[src/rtl/vga_ports.sv]
// VGA I/O port block: DAC palette index/data ports, CRTC cursor registers,
// mode control and the vertical-retrace status flag.
module vga_ports (
   input  logic        clock,
   input  logic        reset,
   input  logic [15:0] port_a,
   input  logic [7:0]  port_i,
   input  logic        port_w,
   input  logic        port_r,
   output logic [7:0]  port_o,
   output logic        videomode,
   output logic [11:0] cursor,
   output logic [7:0]  dac_a,
   output logic [11:0] dac_d,
   output logic        dac_w,
   input  logic [11:0] dac_q,
   input  logic        vretrace
);

   localparam int unsigned ADDR_W = 16;
   localparam int unsigned DATA_W = 8;
   localparam int unsigned IDX_W  = 8;
   localparam int unsigned COMP_W = 6;
   localparam int unsigned CNT_W  = 2;
   localparam int unsigned CRTC_W = 5;
   localparam int unsigned CUR_W  = 12;
   localparam int unsigned PAL_W  = 12;

   localparam logic [ADDR_W-1:0] ADDR_DAC_RIDX = 16'h03C7;
   localparam logic [ADDR_W-1:0] ADDR_DAC_WIDX = 16'h03C8;
   localparam logic [ADDR_W-1:0] ADDR_DAC_DATA = 16'h03C9;
   localparam logic [ADDR_W-1:0] ADDR_CRTC_IDX = 16'h03D4;
   localparam logic [ADDR_W-1:0] ADDR_CRTC_DAT = 16'h03D5;
   localparam logic [ADDR_W-1:0] ADDR_MODE     = 16'h03D8;
   localparam logic [ADDR_W-1:0] ADDR_STATUS   = 16'h03DA;

   localparam logic [CRTC_W-1:0] CRTC_CUR_HI = 5'h0E;
   localparam logic [CRTC_W-1:0] CRTC_CUR_LO = 5'h0F;

   // state registers
   logic [DATA_W-1:0] r_port_o;
   logic              r_videomode;
   logic [CUR_W-1:0]  r_cursor;
   logic [IDX_W-1:0]  r_dac_a;
   logic [PAL_W-1:0]  r_dac_d;
   logic              r_dac_w;
   logic [IDX_W-1:0]  r_windex;
   logic [IDX_W-1:0]  r_rindex;
   logic [CNT_W-1:0]  r_wcnt;
   logic [CNT_W-1:0]  r_rcnt;
   logic [COMP_W-1:0] r_red;
   logic [COMP_W-1:0] r_grn;
   logic [CRTC_W-1:0] r_crtc_idx;
   logic              r_flag;

   // next-state values
   logic [DATA_W-1:0] w_port_o_nxt;
   logic              w_videomode_nxt;
   logic [CUR_W-1:0]  w_cursor_nxt;
   logic [IDX_W-1:0]  w_dac_a_nxt;
   logic [PAL_W-1:0]  w_dac_d_nxt;
   logic              w_dac_w_nxt;
   logic [IDX_W-1:0]  w_windex_nxt;
   logic [IDX_W-1:0]  w_rindex_nxt;
   logic [CNT_W-1:0]  w_wcnt_nxt;
   logic [CNT_W-1:0]  w_rcnt_nxt;
   logic [COMP_W-1:0] w_red_nxt;
   logic [COMP_W-1:0] w_grn_nxt;
   logic [CRTC_W-1:0] w_crtc_idx_nxt;
   logic              w_flag_nxt;

   logic              w_wr;
   logic              w_rd;
   logic [3:0]        w_comp;

   // a write strobe masks a coincident read entirely
   assign w_wr = port_w;
   assign w_rd = port_r & ~port_w;

   // nibble of the palette word selected by the read component counter
   always_comb begin
      w_comp = dac_q[3:0];
      case (r_rcnt)
         2'd0:    w_comp = dac_q[11:8];
         2'd1:    w_comp = dac_q[7:4];
         default: w_comp = dac_q[3:0];
      endcase
   end

   // next-state decode for all port side effects and read data
   always_comb begin
      w_port_o_nxt    = r_port_o;
      w_videomode_nxt = r_videomode;
      w_cursor_nxt    = r_cursor;
      w_dac_d_nxt     = r_dac_d;
      w_dac_w_nxt     = 1'b0;
      w_windex_nxt    = r_windex;
      w_rindex_nxt    = r_rindex;
      w_wcnt_nxt      = r_wcnt;
      w_rcnt_nxt      = r_rcnt;
      w_red_nxt       = r_red;
      w_grn_nxt       = r_grn;
      w_crtc_idx_nxt  = r_crtc_idx;
      w_flag_nxt      = r_flag;
      w_dac_a_nxt     = r_rindex;

      if (w_wr) begin
         case (port_a)
            ADDR_DAC_RIDX: begin
               w_rindex_nxt = port_i;
               w_rcnt_nxt   = 2'd0;
            end
            ADDR_DAC_WIDX: begin
               w_windex_nxt = port_i;
               w_wcnt_nxt   = 2'd0;
            end
            ADDR_DAC_DATA: begin
               case (r_wcnt)
                  2'd0: begin
                     w_red_nxt  = port_i[5:0];
                     w_wcnt_nxt = 2'd1;
                  end
                  2'd1: begin
                     w_grn_nxt  = port_i[5:0];
                     w_wcnt_nxt = 2'd2;
                  end
                  default: begin
                     w_dac_w_nxt  = 1'b1;
                     w_dac_d_nxt  = {r_red[5:2], r_grn[5:2], port_i[5:2]};
                     w_windex_nxt = r_windex + 8'd1;
                     w_wcnt_nxt   = 2'd0;
                  end
               endcase
            end
            ADDR_CRTC_IDX: w_crtc_idx_nxt = port_i[4:0];
            ADDR_CRTC_DAT: begin
               if (r_crtc_idx == CRTC_CUR_HI) begin
                  w_cursor_nxt[11:8] = port_i[3:0];
               end else if (r_crtc_idx == CRTC_CUR_LO) begin
                  w_cursor_nxt[7:0] = port_i;
               end
            end
            ADDR_MODE: w_videomode_nxt = port_i[1];
            default: ;
         endcase
      end

      if (w_rd) begin
         case (port_a)
            ADDR_DAC_DATA: begin
               w_port_o_nxt = {2'b00, w_comp, w_comp[3:2]};
               if (r_rcnt == 2'd2) begin
                  w_rcnt_nxt   = 2'd0;
                  w_rindex_nxt = r_rindex + 8'd1;
               end else begin
                  w_rcnt_nxt = r_rcnt + 2'd1;
               end
            end
            ADDR_CRTC_IDX: w_port_o_nxt = {3'b000, r_crtc_idx};
            ADDR_CRTC_DAT: begin
               if (r_crtc_idx == CRTC_CUR_HI) begin
                  w_port_o_nxt = {4'h0, r_cursor[11:8]};
               end else if (r_crtc_idx == CRTC_CUR_LO) begin
                  w_port_o_nxt = r_cursor[7:0];
               end else begin
                  w_port_o_nxt = 8'h00;
               end
            end
            ADDR_MODE:   w_port_o_nxt = {6'b000000, r_videomode, 1'b0};
            ADDR_STATUS: begin
               w_port_o_nxt = {4'b0000, r_flag, 2'b00, r_flag};
               w_flag_nxt   = 1'b0;
            end
            default: w_port_o_nxt = 8'h00;
         endcase
      end

      // retrace set overrides a coincident status-read clear
      if (vretrace) begin
         w_flag_nxt = 1'b1;
      end

      // palette address follows rindex except during the write pulse
      w_dac_a_nxt = w_dac_w_nxt ? r_windex : w_rindex_nxt;
   end

   // state register with synchronous reset
   always_ff @(posedge clock) begin
      if (reset) begin
         r_port_o    <= '0;
         r_videomode <= 1'b0;
         r_cursor    <= '0;
         r_dac_a     <= '0;
         r_dac_d     <= '0;
         r_dac_w     <= 1'b0;
         r_windex    <= '0;
         r_rindex    <= '0;
         r_wcnt      <= '0;
         r_rcnt      <= '0;
         r_red       <= '0;
         r_grn       <= '0;
         r_crtc_idx  <= '0;
         r_flag      <= 1'b0;
      end else begin
         r_port_o    <= w_port_o_nxt;
         r_videomode <= w_videomode_nxt;
         r_cursor    <= w_cursor_nxt;
         r_dac_a     <= w_dac_a_nxt;
         r_dac_d     <= w_dac_d_nxt;
         r_dac_w     <= w_dac_w_nxt;
         r_windex    <= w_windex_nxt;
         r_rindex    <= w_rindex_nxt;
         r_wcnt      <= w_wcnt_nxt;
         r_rcnt      <= w_rcnt_nxt;
         r_red       <= w_red_nxt;
         r_grn       <= w_grn_nxt;
         r_crtc_idx  <= w_crtc_idx_nxt;
         r_flag      <= w_flag_nxt;
      end
   end

   assign port_o    = r_port_o;
   assign videomode = r_videomode;
   assign cursor    = r_cursor;
   assign dac_a     = r_dac_a;
   assign dac_d     = r_dac_d;
   assign dac_w     = r_dac_w;

endmodule

[config.mk]
export PLATFORM = sky130hd
export DESIGN_NAME = vga_ports
export DESIGN_NICKNAME = d
export VERILOG_FILES = /design/src/rtl/vga_ports.sv
export SDC_FILE = /design/constraint.sdc
export NUM_CORES = 1
export LEC_CHECK = 0
export CORE_ASPECT_RATIO = 0.7
export CORE_UTILIZATION = 30
export CTS_CLUSTER_SIZE = 25
export DETAILED_ROUTE_END_ITERATION = 8
export PLACE_DENSITY = 0.61
export SLEW_MARGIN = 20
export SYNTH_ARGS = -nofsm -noshare
export SYNTH_HDL_FRONTEND = slang
export SYNTH_SLANG_ARGS = --single-unit
[constraint.sdc]
create_clock -name clock -period 3.5 [get_ports clock]
set_input_delay 0.7 -clock clock [delete_from_list [all_inputs] [get_ports clock]]
set_output_delay 0.7 -clock clock [all_outputs]
set_load 0.01 [all_outputs]
==> reports/results.ini <==
[timing]
period_needed_ps=2900
max-slew-margin-rel_pct=54.7
max_freq_mhz=344
setup_viol=0
period_share_pct=83.0
tightest_slew_ps=680
final.setup.tns_ps=0
rsz0062_at_grt=false
fin_skew_ps=6.31
finalHoldViolCount=0
setup_slack_ps=596
final_max_slew_viol_count=0

[die]
rows=33
die_h_um=94.8
io_pins=83
core_area_um2=11900
dieArea_um2=12800
fp.dieW_um=135
initial_core_util_pct=31.2

[clock_tree]
cts_max_path_buffers=2
clock_latency_ps=340
clkTransAtPathRegs_ps=60
postCtsSetupBuffers=0
cts_hold_buf=0
ctsHtreeMaxLevel=3
root_buffer=clkbuf_16
tritoncts=built
cts_resized=0
cts_sinks=76
cts_inserted_buffers=9

[yosys]
ys_ff_latch=76
ys.warnings.count=0
ys_seq_area_share_pct=41.2
ys.flop_type=dfxtp_1
syn_inst=434
ys_types=58
postSynthAreaPerCell_um2=8.51
syn_area_um2=3690
synth_edf_count=0
ys_async_sr_fraction_pct=0
syn_nets=477

[grt]
track_usage_pct=18.2
grt_pass1_wl_um=17600
grt_max_degree=64
grt_pass1_vias=3284
grt-ovfl-total=0
antenna_found_initial=0

[worst_setup_path]
critPathLaunchType=input pin
max_stage_delay_ps=600
r2r_end=dac_a[5]$_SDFF_PP0_
cp-end-kind=register
critPathSlowestCell=or4_4
cp_max_fo=14
path_cells=clkdlybuf4s50_1 -> or4_4 -> nor4_4 -> buf_4 -> and3_1 -> and3_1 -> a21o_1
arrival_ps=3190
cp_num_buf_inv=2
ff2ff_path_depth=5
required_ps=3790
r2r_start=r_rcnt[1]$_SDFF_PP0_
cp_common_cell=and3_1
crit_family=simple AND/OR/NAND/NOR gates
critical_path_class=input pin to register
worst-r2r-setup-slack_ps=1340
crit_end=dac_a[7]$_SDFF_PP0_
cp.depth=7
startpoint=port_a[13]

[final_layout]
syn2layout_area_growth_pct=35.4
nNetsFinal=557
drive_above_1_share_pct=9.63
n_antenna_cell=0
fin_area_um2=5000

[routing]
vias_per_cell=5.30
totalWireLength_um=11300
route.vias.total=3581
firstDrtPassIters=5
wl_per_cell_um=16.8
antenna_left=0
drc_errors=0
drt_iter0_drc=308

[run]
cap_viol_max_count=0

[placed_design]
hpwl_um=7990
place_worst_setup_slack_ps=280
port_buffers=82
placed_area_um2=4690
gp_congestion=0.845

[power]
p_total_uw=1980
power.leakage_uw=0.00181
vdd_ir_drop_max_mv=0.222
power.density_nw_per_um2=396

[run_status]
status=finished clean

[hold_path]
holdCritStartpoint=port_o[7]$_SDFFE_PP0P_
holdCritPathClass=register to register

where the power goes:
group | total [µW] | internal (µW) | switching (µW) | leakage, µW
Clock | 985 | 625 | 360 | 0.000151
Sequential | 869 | 868 | 1.58 | 0.000613
Combinational | 128 | 61.1 | 66.7 | 0.00105
stage by stage:
| stage | instances | util, % | hold WS [ps] |
|---|---|---|---|
| 2_1_floorplan | 434 | - | 429 |
| 3_3_place_gp | 660 | 39.6 | 445 |
| 3_5_place_dp | 660 | 39.6 | 447 |
| 4_1_cts | 676 | 42.2 | 457 |
| 5_1_grt | 676 | 42.2 | 472 |
| 6_report | 676 | 42.2 | 452 |
layout make-up:
type                       count  area (µm²)
fill                        1138        6850
inverter                       6        22.5
multi-input combinational    327        2040
timing repair buffer          94         906
clock buffer                  12         236
sequential                    76        1520
clock inverter                 4        73.8
tap                          157         196
worst min-delay path by stage:
| stage | endpoint | slack [ps] | cells past startpoint |
|---|---|---|---|
| floorplan | r_rindex[7]$_SDFF_PP0_ | 430 | 1 |
| global placement | dac_d[5]$_SDFFE_PP0P_ | 440 | 2 |
| detailed placement | dac_d[10]$_SDFFE_PP0P_ | 450 | 2 |
| CTS | port_o[6]$_SDFFE_PP0P_ | 460 | 2 |
| global route | dac_d[10]$_SDFFE_PP0P_ | 470 | 2 |
| finish | port_o[7]$_SDFFE_PP0P_ | 450 | 2 |
worst reg2reg max path: stages (launching register included):
cell and delay (ps):
dfxtp_1 530, and4bb_2 320, and2_1 280, a311oi_1 130, or4_1 600, o22ai_1 210
logic make-up after synthesis:
group,Yosys count,synth area share [%]
AND/OR/NAND/NOR,198,29.7
AO/OA/AOI/OAI,93,15.6
flip-flops,76,41.2
multiplexers,34,9.32
buffers and inverters,31,3.49
adder cells (fa/ha/maj),2,0.677
layer usage:
metal	track usage, %	part of all wire (%)
met5	0	0
met2	26.2	41
met4	5.34	1.1
met1	25.5	49
met3	6.07	9.6
cells in the final DEF, fill, tap and decap left out, types with 3 or more instances in the layout:
cell type        netlist  routed
and3_1                 4       4
mux2_2                 3       3
clkbuf_1              17       3
a31oi_1                6       6
buf_4                  1      12
and2_1                 3       3
a22oi_1                4       4
nor2_1                48      48
nor2b_1                8       8
nor3_1                 7       7
nand3_2                3       3
a21oi_1               32      32
dfxtp_1               76      76
clkdlybuf4s50_1        0      81
nor4_4                 4       4
nor3b_1                4       4
inv_1                  6       6
o22ai_1                8       8
nand3_1               13      13
clkbuf_16              0       9
nand2b_1               4       4
mux2i_1               31      31
o21ai_0               20      20
nand4_1                9       9
nand2_1               67      67
and4bb_2               3       3
a221oi_1               3       3
flip-flops by register name, summed over array words and instances, names as in the netlist, 2 cells and up:
register and cells:
r_wcnt 2, r_rindex 8, r_windex 8, port_o 8
r_rcnt 2, cursor 12, r_red 4, r_grn 4
dac_a 8, dac_d 12, r_crtc_idx 5
cell usage after synthesis, types with 3 or more instances:
cell	count	area, µm²
dfxtp_1	76	1520
nand2_1	67	251
nor2_1	48	180
a21oi_1	32	160
mux2i_1	31	310
o21ai_0	20	100
clkbuf_1	17	63.8
nand3_1	13	65.1
nand4_1	9	56.3
nor2b_1	8	50.1
o22ai_1	8	50.1
buf_2	7	35.0
nor3_1	7	35.0
a31oi_1	6	37.5
inv_1	6	22.5
a22oi_1	4	30.0
and3_1	4	25.0
nand2b_1	4	25.0
nor3b_1	4	30.0
nor4_4	4	85.1
a221oi_1	3	26.3
and2_1	3	18.8
and4bb_2	3	37.5
mux2_2	3	33.8
nand3_2	3	30.0
Power figures use the tool's default switching activity.
